<file path="src/rtl/sentinel_pkg.sv">
// Shared types and status codes for the multi-symbol sentinel lock.
package sentinel_pkg;

  typedef enum logic [1:0] {
    ST_LOCKED   = 2'd0,
    ST_VERIFIED = 2'd1,
    ST_LOCKOUT  = 2'd2
  } state_t;

  localparam logic [7:0] STATUS_LOCKED   = 8'h3F;
  localparam logic [7:0] STATUS_VERIFIED = 8'hC1;
  localparam logic [7:0] STATUS_LOCKOUT  = 8'hEE;

  function automatic logic [7:0] status_of(state_t s);
    case (s)
      ST_VERIFIED: status_of = STATUS_VERIFIED;
      ST_LOCKOUT:  status_of = STATUS_LOCKOUT;
      default:     status_of = STATUS_LOCKED;
    endcase
  endfunction

endpackage

</file>
<file path="src/rtl/sentinel_lockout_timer.sv">
// Loadable down-counter that times the lockout window; expired means count is zero.
module sentinel_lockout_timer #(
  parameter int LOCKOUT_CYCLES = 16
) (
  input  logic clk,
  input  logic rst_n,
  input  logic load,
  input  logic en,
  output logic expired
);

  localparam int TW = (LOCKOUT_CYCLES > 1) ? $clog2(LOCKOUT_CYCLES) : 1;

  logic [TW-1:0] count_q;

  always_ff @(posedge clk or negedge rst_n) begin
    if (!rst_n) begin
      count_q <= '0;
    end else if (load) begin
      count_q <= TW'(LOCKOUT_CYCLES - 1);
    end else if (en && (count_q != '0)) begin
      count_q <= count_q - TW'(1);
    end
  end

  assign expired = (count_q == '0);

endmodule

</file>
<file path="src/rtl/sentinel_seq_lock.sv">
// Multi-symbol sequence lock: LOCKED -> VERIFIED on the full key in order,
// LOCKED -> LOCKOUT after MAX_FAILS consecutive mismatches.
module sentinel_seq_lock
  import sentinel_pkg::*;
#(
  parameter int KEY_WIDTH      = 8,
  parameter int KEY_LEN        = 4,
  parameter logic [KEY_LEN*KEY_WIDTH-1:0] KEY = 32'h5AA53CB6,
  parameter int MAX_FAILS      = 3,
  parameter int LOCKOUT_CYCLES = 16
) (
  input  logic                             clk,
  input  logic                             rst_n,
  input  logic                             ena,
  input  logic                             in_valid,
  input  logic [KEY_WIDTH-1:0]             in_data,
  input  logic                             relock,
  output logic [7:0]                       status_out,
  output logic                             verified,
  output logic                             lockout,
  output logic [$clog2(KEY_LEN+1)-1:0]     progress,
  output logic [$clog2(MAX_FAILS+1)-1:0]   fail_count
);

  localparam int PW = $clog2(KEY_LEN + 1);
  localparam int FW = $clog2(MAX_FAILS + 1);

  // Handshake: in_valid has no ready; with ena high every in_valid symbol is
  // consumed on that edge, and with ena low it is dropped entirely.
  state_t          state_q, state_d;
  logic [PW-1:0]   progress_q, progress_d;
  logic [FW-1:0]   fail_q, fail_d;
  logic [FW-1:0]   fail_inc;
  logic [KEY_WIDTH-1:0] key_sym;
  logic            timer_load;
  logic            timer_en;
  logic            timer_expired;

  always_comb begin
    key_sym = '0;
    for (int i = 0; i < KEY_LEN; i++) begin
      if (progress_q == PW'(i)) key_sym = KEY[i*KEY_WIDTH +: KEY_WIDTH];
    end
  end

  assign fail_inc = fail_q + FW'(1);

  always_comb begin
    state_d    = state_q;
    progress_d = progress_q;
    fail_d     = fail_q;
    timer_load = 1'b0;
    if (ena) begin
      case (state_q)
        ST_LOCKED: begin
          if (relock) begin
            progress_d = '0;
          end else if (in_valid) begin
            if (in_data == key_sym) begin
              if (progress_q == PW'(KEY_LEN - 1)) begin
                state_d    = ST_VERIFIED;
                progress_d = '0;
                fail_d     = '0;
              end else begin
                progress_d = progress_q + PW'(1);
              end
            end else begin
              // A mismatch is discarded, not retried as the first symbol.
              progress_d = '0;
              if (fail_inc == FW'(MAX_FAILS)) begin
                state_d    = ST_LOCKOUT;
                fail_d     = '0;
                timer_load = 1'b1;
              end else begin
                fail_d = fail_inc;
              end
            end
          end
        end
        ST_VERIFIED: begin
          if (relock) state_d = ST_LOCKED;
        end
        ST_LOCKOUT: begin
          if (timer_expired) state_d = ST_LOCKED;
        end
        default: begin
          state_d    = ST_LOCKED;
          progress_d = '0;
        end
      endcase
    end
  end

  always_ff @(posedge clk or negedge rst_n) begin
    if (!rst_n) begin
      state_q    <= ST_LOCKED;
      progress_q <= '0;
      fail_q     <= '0;
    end else begin
      state_q    <= state_d;
      progress_q <= progress_d;
      fail_q     <= fail_d;
    end
  end

  assign timer_en = ena && (state_q == ST_LOCKOUT);

  sentinel_lockout_timer #(
    .LOCKOUT_CYCLES(LOCKOUT_CYCLES)
  ) u_timer (
    .clk    (clk),
    .rst_n  (rst_n),
    .load   (timer_load),
    .en     (timer_en),
    .expired(timer_expired)
  );

  assign status_out = status_of(state_q);
  assign verified   = (state_q == ST_VERIFIED);
  assign lockout    = (state_q == ST_LOCKOUT);
  assign progress   = progress_q;
  assign fail_count = fail_q;

endmodule

</file>
<file path="config.mk">
export PLATFORM = sky130hd
export DESIGN_NAME = sentinel_seq_lock
export DESIGN_NICKNAME = d
export VERILOG_FILES = /design/src/rtl/sentinel_pkg.sv /design/src/rtl/sentinel_lockout_timer.sv /design/src/rtl/sentinel_seq_lock.sv
export SDC_FILE = /design/constraint.sdc
export NUM_CORES = 1
export LEC_CHECK = 0
export ABC_AREA = 1
export BUFFER_PORTS_ARGS = -buffer_cell sky130_fd_sc_hd__buf_4
export CORE_MARGIN = 5
export CORE_UTILIZATION = 35
export DETAILED_ROUTE_END_ITERATION = 16
export SYNTH_ARGS = -nofsm -noshare
export SYNTH_HDL_FRONTEND = slang
export SYNTH_SLANG_ARGS = --single-unit
export TNS_END_PERCENT = 20
</file>
<file path="constraint.sdc">
create_clock -name clk -period 1.86 [get_ports clk]
set_input_delay 0.279 -clock clk [delete_from_list [all_inputs] [get_ports clk]]
set_output_delay 0.279 -clock clk [all_outputs]
set_load 0.005 [all_outputs]
</file>
==> results.cfg, run 1 <==
[worst_setup_path]
cp.required_ns = 2.06
cp_num_buf_inv = 3
reg2regPathDepth = 13
cpMostUsedCell = nand2_4
critPathLaunchType = register
max_stage_delay_ns = 0.44
reg2reg_slack_ns = 0.12
path_delay_family = simple AND/OR/NAND/NOR gates
critPathMaxFanout = 6
cpMaxStageDelayCell = dfrtp_2
worstReg2RegStart = progress[0]$_DFFE_PN0P_
r2r_end = fail_count[1]$_DFFE_PN0P_
critical_path_class = register to register
end_kind = register
worstPathCellList = buf_4 > buf_4 > o21ai_2 > nand2_1 > nor2_1 > nand3_2 > nor2_4 > nand2_4 > clkinv_2 > nand2_4 > nand2_4 > nand2_1 > o21ai_2
critPathArrivalTime_ns = 1.94

[floorplan]
num_rows = 20
initial_core_util = 0.357
die_x_um = 65.3
pin_count = 28
die_area_um2 = 4270
fp.dieH_um = 65.3
core_um2 = 3000

[placement]
place_ws_ns = 0.0236
port_buffers = 27
gp_congestion = 0.787
hpwl_um = 1840
placed_cell_area_um2 = 1290

[run_status]
status = complete, no violations

[clocking]
cts_sinks = 11
clkSlewWorstSetupHoldPaths_ns = 0.07
clock_latency_ns = 0.27
root_buffer = clkbuf_4
cts_buffer_depth = 2
htree_num_levels = 1
cts_buffers = 3
cts_tree = built

[min_path]
min_path_type = primary input to register
hold-path-endpoint = progress[0]$_DFFE_PN0P_
hp-start = relock
hold_path_depth = 4

[routing]
avgViaCountPerCell = 4.64
remaining_drc_errors = 0
via_count = 975
ant_nets = 0
wire_per_inst_um = 10.5
dr.pass1.iters = 3
drt_iter0_drc = 28
routed_wl_um = 2210

[sta]
tns_ns = 0
finalClockSkew_ns = 0.00570
relSlewSlack = 0.836
worst_slack_ns = 0.118
rsz0062_at_grt = true
maxSlewViolCount = 0
period_needed_ns = 1.74
max_freq_mhz = 574
worst_slew_pin_slew_ns = 0.244
setup_viol = 0
finalHoldViolations = 0
post-route-period-util = 0.936

[layout]
drive_above_1_share = 0.384
nFillCells = 302
nets = 201
syn2layout_area_growth_pct = 28.5
final_common_cell = nand2_1
design_area_um2 = 1380
final_core_util = 0.458
antenna_cells = 0
layout_common_cells = nand2_1, buf_4, inv_1

[power]
seqPwrFrac = 0.350
p_leak_nw = 0.710
clkPwrFrac = 0.151
ir_drop_uv = 661
power_density_nw_per_um2 = 785
power_frac_comb = 0.499
power.switching_w = 0.000427
p_int_w = 0.000654
swShare = 0.395

[synth]
ys_warn_count = 0
netlist_instances = 146
syn-cell-area_um2 = 1070
synth_edf_count = 0
seq_area_frac_synth = 0.257
async_flop_share = 1.00
avgSynthCellArea_um2 = 7.34
syn_nets = 169
synth-main-ff-cell = dfrtp_1
synth-seq-cells = 11
synth.distinct_cells = 31

[global_route]
grt_usage = 0.109
antenna_found_initial = 0
grt_pass1_vias = 935
grt_pass1_wl_um = 3840
grt_max_degree = 12
grt_overflow = 0

[flow_run]
maxCapViolCount = 0
## tightest hold or removal path: stages
cell     delay, ns
buf_4         0.11
nor2_1        0.04
nand2_1       0.05
o22ai_1       0.06
## logic make-up after synthesis
family | Yosys count | share of synthesized area
compound gates | 11 | 0.0654
xor+xnor | 2 | 0.0164
fa+ha+maj | 10 | 0.117
buf+inv | 31 | 0.141
flops | 11 | 0.257
simple gates | 81 | 0.403
## what timing repair did
item | in CTS | in global routing
hold buffers | 1 | 0
gates resized for setup | 0 | 15
setup buffers | 0 | 1
endpoints found under the setup margin | 0 | 9
endpoints found under the hold margin | 11 | 0
## routing by layer
layer / vias up / part of all wire / routed length (µm) / global-route usage
li1: 519 / - / - / -
met1: 440 / 0.48 / 1060 / 0.141
met2: 14 / 0.48 / 1070 / 0.185
met3: 2 / 0.036 / 79 / 0.0188
met4: 0 / 0.0023 / 5 / 0.0337
met5: - / 0 / 0 / 0
## how the worst max path moves through the flow
stage,start,end,slack [ns],cells after the start
after CTS,state_q[0]$_DFFE_PN0P_,fail_count[0]$_DFFE_PN0P_,0.0001,10
after global placement,state_q[0]$_DFFE_PN0P_,fail_count[0]$_DFFE_PN0P_,0.04,10
final,progress[0]$_DFFE_PN0P_,fail_count[1]$_DFFE_PN0P_,0.12,13
after global routing,progress[0]$_DFFE_PN0P_,state_q[0]$_DFFE_PN0P_,-0.05,12
after floorplan,progress[0]$_DFFE_PN0P_,state_q[0]$_DFFE_PN0P_,0.16,14
after detailed placement,state_q[0]$_DFFE_PN0P_,fail_count[0]$_DFFE_PN0P_,0.02,10
## registers in the layout, indices dropped and copies added, names as in the netlist
signal           count
fail_count           2
progress             3
u_timer.count_q      4
state_q              2
## metrics by stage
step | std cells | hold slack (ns) | total power [W]
after floorplan | 146 | -0.0166 | 0.000705
after global placement | 204 | 0.120 | 0.000892
after detailed placement | 204 | 0.123 | 0.000905
after CTS | 209 | 0.309 | 0.00107
after global routing | 210 | 0.317 | 0.00118
final | 210 | 0.316 | 0.00108
## cell type report
type / instances / area, µm² / area share
tap: 33 / 41.3 / 0.0300
multi-input combinational: 104 / 687 / 0.499
timing repair buffer: 32 / 243 / 0.176
sequential: 11 / 278 / 0.202
clock buffer: 4 / 26.3 / 0.0191
inverter: 26 / 101 / 0.0736
## power groups by stage
| stage | clock [W] | sequential, W | combinational, W |
|---|---|---|---|
| global placement | 0 | 0.000378 | 0.000514 |
| detailed placement | 0 | 0.000382 | 0.000523 |
| finish | 0.000164 | 0.000378 | 0.000539 |
| CTS | 0.000168 | 0.000378 | 0.000528 |
| global route | 0.000185 | 0.000387 | 0.000612 |
| floorplan | 0 | 0.000368 | 0.000336 |
## synth_stat cells, types with 2 or more instances
cell      count  area [µm²]
o21ai_0       4        20.0
nand2_1      32         120
inv_1        22        82.6
nor2_1       10        37.5
o22ai_1       2        12.5
nand3_1      15        75.1
ha_1         10         125
nand2_4       4        45.0
nand3_2       2        20.0
dfrtp_1      11         275
nor2_4        2        22.5
nor2_2        2        12.5
buf_4         4        30.0
a21oi_1       2        10.0
nand3b_1      2        15.0
nand2_2       6        37.5
nand4_1       2        12.5
(Power assumes the default switching activity.)
==> inputs of run 2 (changes only) <==
--- a/config.mk
+++ b/config.mk
@@ -8,3 +8,3 @@
 export ABC_AREA = 1
-export BUFFER_PORTS_ARGS = -buffer_cell sky130_fd_sc_hd__buf_4
+export BUFFER_PORTS_ARGS = -buffer_cell sky130_fd_sc_hd__buf_2
 export CORE_MARGIN = 5
==> constraint.sdc (replaced) <==
create_clock -name clk -period 1.86 [get_ports clk]
set_input_delay 0.186 -clock clk [delete_from_list [all_inputs] [get_ports clk]]
set_output_delay 0.186 -clock clk [all_outputs]
set_load 0.005 [all_outputs]
==> run 2 against run 1 <==
Fmax down 0.86%. Die area unchanged. Clock skew down 0.00052 ns. Sequential share of layout area up 1.3 points. Total power down 6.8%. Worst hold slack worse by 0.043 ns. Largest power group unchanged.
==> results.cfg, run 2 (synthesis results as in run 1) <==
[floorplan]
die_area_um2 = 4270
core_um2 = 3000
die_x_um = 65.3
pin_count = 28
fp.dieH_um = 65.3
num_rows = 20
initial_core_util = 0.357

[clocking]
cts_buffers = 3
cts_buffer_depth = 2
clkSlewWorstSetupHoldPaths_ns = 0.07
clock_latency_ns = 0.26
root_buffer = clkbuf_4
cts_sinks = 11
htree_num_levels = 1
cts_tree = built

[sta]
finalHoldViolations = 0
period_needed_ns = 1.76
maxSlewViolCount = 0
worst_slew_pin_slew_ns = 0.567
post-route-period-util = 0.945
setup_viol = 0
finalClockSkew_ns = 0.00518
rsz0062_at_grt = true
max_freq_mhz = 569
relSlewSlack = 0.620

[worst_setup_path]
path_delay_family = simple AND/OR/NAND/NOR gates
cpMostUsedCell = nand2_1
cp_num_buf_inv = 1
end_kind = register
worstPathCellList = inv_2 > ha_1 > nand2_2 > nand3_1 > nand2_1 > nand2_1 > nand2_1 > nor2_4 > nand2_4 > nand3_2 > nand3_1 > nand2_1 > nand2_1
critPathArrivalTime_ns = 1.91
critPathLaunchType = register
max_stage_delay_ns = 0.45
cpMaxStageDelayCell = dfrtp_2
critical_path_class = register to register
critPathMaxFanout = 6
cp.required_ns = 2.02

[min_path]
min_path_type = primary input to register

[layout]
antenna_cells = 0
drive_above_1_share = 0.360
nets = 199
design_area_um2 = 1290
syn2layout_area_growth_pct = 20.1
largest_reg_flops = 4
instances_no_fill = 208
top_register = u_timer.count_q
final_common_cell = nand2_1
layout_common_cells = nand2_1, buf_2, inv_1

[global_route]
grt_pass1_vias = 900
grt_pass1_wl_um = 3800
grt_overflow = 0
grt_usage = 0.113
antenna_found_initial = 0
grt_max_degree = 12

[routing]
via_count = 972
dr.pass1.iters = 4
ant_nets = 0
routed_wl_um = 2210
avgViaCountPerCell = 4.67
drt_iter0_drc = 22
wire_per_inst_um = 10.6
remaining_drc_errors = 0

[power]
power_density_nw_per_um2 = 783
p_leak_nw = 0.679
ir_drop_uv = 558

[run_status]
status = complete, no violations

[placement]
port_buffers = 27
place_inst = 203
placed_cell_area_um2 = 1210
hpwl_um = 1870
gp_congestion = 0.799

[flow_run]
maxCapViolCount = 0
==> run 2: stage by stage <==
step | hold WS, ns | setup WS [ns] | TNS (ns) | power (W) | utilization
after floorplan | -0.110 | 0.159 | 0 | 0.000705 | -
after global placement | 0.0646 | 0.0512 | 0 | 0.000839 | 0.404
after detailed placement | 0.0678 | 0.0161 | 0 | 0.000847 | 0.404
after CTS | 0.259 | 0.0306 | 0 | 0.00102 | 0.418
after global routing | 0.263 | -0.0690 | -0.197 | 0.00112 | 0.428
final | 0.272 | 0.103 | 0 | 0.00101 | 0.428
==> run 2: report_power, final <==
part	leakage, nW	switching, W	internal [W]
sequential	0.137	0.0000595	0.000314
combinational	0.526	0.000272	0.000204
clock	0.0150	0.0000745	0.0000829
==> run 2: layer usage <==
layer | up-vias | GRT usage | share of wire
met5 | - | 0 | 0
met4 | 0 | 0.0466 | 0.0077
met3 | 2 | 0.0256 | 0.046
met1 | 438 | 0.140 | 0.46
li1 | 518 | - | -
met2 | 14 | 0.187 | 0.49
==> run 2: cell type report <==
cell class / instances / area [µm²]
Fill cell: 311 / 1720
Multi-Input combinational cell: 104 / 681
Sequential cell: 11 / 277
Timing Repair Buffer: 30 / 160
Inverter: 26 / 101
Tap cell: 33 / 41.3
Clock buffer: 4 / 26.3
==> run 2: path summary, 6_finish.rpt <==
kind / from / depth (start not counted) / end / slack [ns]
worst max-delay path: progress[0]$_DFFE_PN0P_ / 13 / state_q[1]$_DFFE_PN0P_ / 0.10
worst min-delay path: relock / 4 / progress[0]$_DFFE_PN0P_ / 0.27
worst max register to register: progress[0]$_DFFE_PN0P_ / 13 / state_q[1]$_DFFE_PN0P_ / 0.10
worst min register to register: u_timer.count_q[3]$_DFFE_PN0P_ / 2 / u_timer.count_q[3]$_DFFE_PN0P_ / 0.53
max in group asynchronous: rst_n / 2 / progress[0]$_DFFE_PN0P_ / 1.32
min in group asynchronous: rst_n / 2 / u_timer.count_q[3]$_DFFE_PN0P_ / 0.32
==> run 2: worst reg2reg max path, cell delays in order, from the launching register on <==
cell and delay, ns:
dfrtp_2 0.45, inv_2 0.10, ha_1 0.19, nand2_2 0.08
nand3_1 0.11, nand2_1 0.06, nand2_1 0.05, nand2_1 0.08
nor2_4 0.17, nand2_4 0.09, nand3_2 0.08, nand3_1 0.09
nand2_1 0.07, nand2_1 0.05
==> run 2: timing repair <==
item,4_1_cts,5_1_grt
setup buffers,0,0
hold buffers,1,0
hold endpoints to repair,11,0
pin swaps,0,4
resized for setup,1,10
endpoints found under the setup margin,1,11
==> inputs of run 3 (changes only) <==
- ABC_AREA: 1 -> 0
- SKIP_LAST_GASP: not set -> 1
==> run 3 against run 2 <==
Critical endpoint is now progress[0]$_DFFE_PN0P_. Highest routed layer unchanged. Fmax is 16% lower. Worst hold slack better by 0.043 ns. Register-to-register slack worse by 0.34 ns. The flow now finishes with violations (negative setup slack). Synthesized cell count down 24%. Wire length grew 32%. Clock power increased by 8%.
==> results.cfg, run 3 <==
[run_status]
status = finished, violations left
violations = negative setup slack

[synth]
seq_area_frac_synth = 0.262
synthTopCellsByArea = dfrtp_1, ha_1, inv_1
async_flop_share = 1.00
avgSynthCellArea_um2 = 9.48
syn-cell-area_um2 = 1050
synth_top_family_by_area = compound AO/OA/AOI/OAI gates
synth_xor_area_frac = 0.0416
synth.distinct_cells = 43
synthSimpleGateAreaFrac = 0.188
synth_compound_area_frac = 0.283
yosys.area.top_type_share = 0.262
yosysMostFrequentCell = inv_1
yosysTopAreaCell = dfrtp_1
synth-main-ff-cell = dfrtp_1
synthTopCellsByCount = inv_1, dfrtp_1, ha_1
ys_warn_count = 0
yosys.area_share.adder = 0.119
synth-seq-cells = 11
synth_mux_area_frac = 0
syn_nets = 134
synth_edf_count = 0
netlist_instances = 111

[worst_setup_path]
end_kind = register
cp.required_ns = 2.02
critPathMaxFanout = 5
critPathLaunchType = register
critical_path_class = register to register
critPathArrivalTime_ns = 2.26

[layout]
nets = 186
drive_above_1_share = 0.512
top_register = u_timer.count_q
syn2layout_area_growth_pct = 45.9
layout_common_cells = buf_2, buf_4, inv_1
largest_reg_flops = 4
final_common_cell = buf_2
antenna_cells = 0

[floorplan]
pin_count = 28
die_x_um = 64.8
num_rows = 19
fp.dieH_um = 64.8
core_um2 = 2830
die_area_um2 = 4200
initial_core_util = 0.372

[routing]
wire_per_inst_um = 15.1
ant_nets = 0
drt_iter0_drc = 26
avgViaCountPerCell = 5.25
remaining_drc_errors = 0
via_count = 1013
routed_wl_um = 2920
dr.pass1.iters = 4

[placement]
hpwl_um = 2150
gp_congestion = 0.765
port_buffers = 27
place_ws_ns = -0.275

[clocking]
clkSlewWorstSetupHoldPaths_ns = 0.07
cts_sinks = 11
root_buffer = clkbuf_4
cts_buffers = 3
cts_tree = built
cts_buffer_depth = 2
htree_num_levels = 1
clock_latency_ns = 0.27

[sta]
setup_viol = 11
finalClockSkew_ns = 0.00154
max_freq_mhz = 476
relSlewSlack = 0.704
tns_ns = -2.26
period_needed_ns = 2.10
maxSlewViolCount = 0
worst_slew_pin_slew_ns = 0.443
hold_ws_ns = 0.316
post-route-period-util = 1.13
worst_slack_ns = -0.241
finalHoldViolations = 0
rsz0062_at_grt = true

[global_route]
grt_usage = 0.142
grt_overflow = 0
antenna_found_initial = 0
grt_max_degree = 12
grt_pass1_vias = 1031
grt_pass1_wl_um = 4690

[flow_run]
maxCapViolCount = 0

[min_path]
min_path_type = primary input to asynchronous set/reset pin

[power]
ir_drop_uv = 761
p_leak_nw = 0.699
power_density_nw_per_um2 = 748
==> run 3: changes by cell type after synthesis, moves of 4 or more <==
cell,change
inv_1,-8
nand2_1,-30
nand2_2,-6
nand2_4,-4
nand3_1,-13
==> run 3: final timing paths <==
kind | from | endpoint | slack, ns | cells after the start
max | progress[1]$_DFFE_PN0P_ | progress[0]$_DFFE_PN0P_ | -0.24 | 8
min | rst_n | state_q[1]$_DFFE_PN0P_ | 0.32 | 2
min in group clk | in_valid | fail_count[0]$_DFFE_PN0P_ | 0.41 | 4
min reg2reg | fail_count[1]$_DFFE_PN0P_ | fail_count[1]$_DFFE_PN0P_ | 0.57 | 1
max in group asynchronous | rst_n | progress[0]$_DFFE_PN0P_ | 1.31 | 2
max reg2reg | progress[1]$_DFFE_PN0P_ | progress[0]$_DFFE_PN0P_ | -0.24 | 8
==> run 3: logic make-up (layout without fill, tap and decap cells) <==
group,count (synthesis),count (layout)
flops,11,11
xor+xnor,5,5
fa+ha+maj,10,10
buf+inv,21,72
compound gates,32,32
simple gates,32,32
==> run 3: repair_timing <==
action | 4_1_cts | 5_1_grt
hold buffers | 1 | 0
setup buffers | 5 | 5
pin swaps | 6 | 4
endpoints found under the setup margin | 11 | 11
gates resized for setup | 10 | 10
hold endpoints to repair | 11 | 0
==> run 3: metrics by stage <==
step                       util  cells  instance area (µm²)  total power, W
final                     0.543    193                 1540         0.00115
after global placement    0.473    179                 1340        0.000929
after detailed placement  0.473    179                 1340        0.000950
after floorplan               -    111                 1100        0.000747
after CTS                 0.514    188                 1460         0.00114
after global routing      0.543    193                 1540         0.00125
==> run 3: routing by layer <==
metal	up-vias	GRT usage	share of wire
li1	501	-	-
met1	484	0.169	0.41
met2	22	0.258	0.53
met3	6	0.0294	0.034
met4	0	0.0343	0.016
met5	-	0	0
==> run 3: final cells by class <==
class | instances | area (µm²)
clock buffer | 4 | 26.3
fill | 262 | 1290
sequential | 11 | 278
multi-input combinational | 79 | 783
tap | 31 | 38.8
timing repair buffer | 54 | 352
inverter | 14 | 57.6
==> run 3: power by group <==
group	leakage (nW)	switching, W	internal (W)	total, W
sequential	0.136	0.0000701	0.000315	0.000385
combinational	0.548	0.000310	0.000284	0.000594
clock	0.0150	0.0000859	0.0000830	0.000169
total	0.699	0.000466	0.000682	0.00115
==> run 3: worst max-delay path, stage by stage, from the launching register on <==
cell      delay, ns
dfrtp_2        0.45
inv_4          0.07
ha_4           0.16
or4b_4         0.54
a21o_1         0.22
o211ai_4       0.11
nor3_4         0.09
buf_6          0.14
a22o_4         0.21
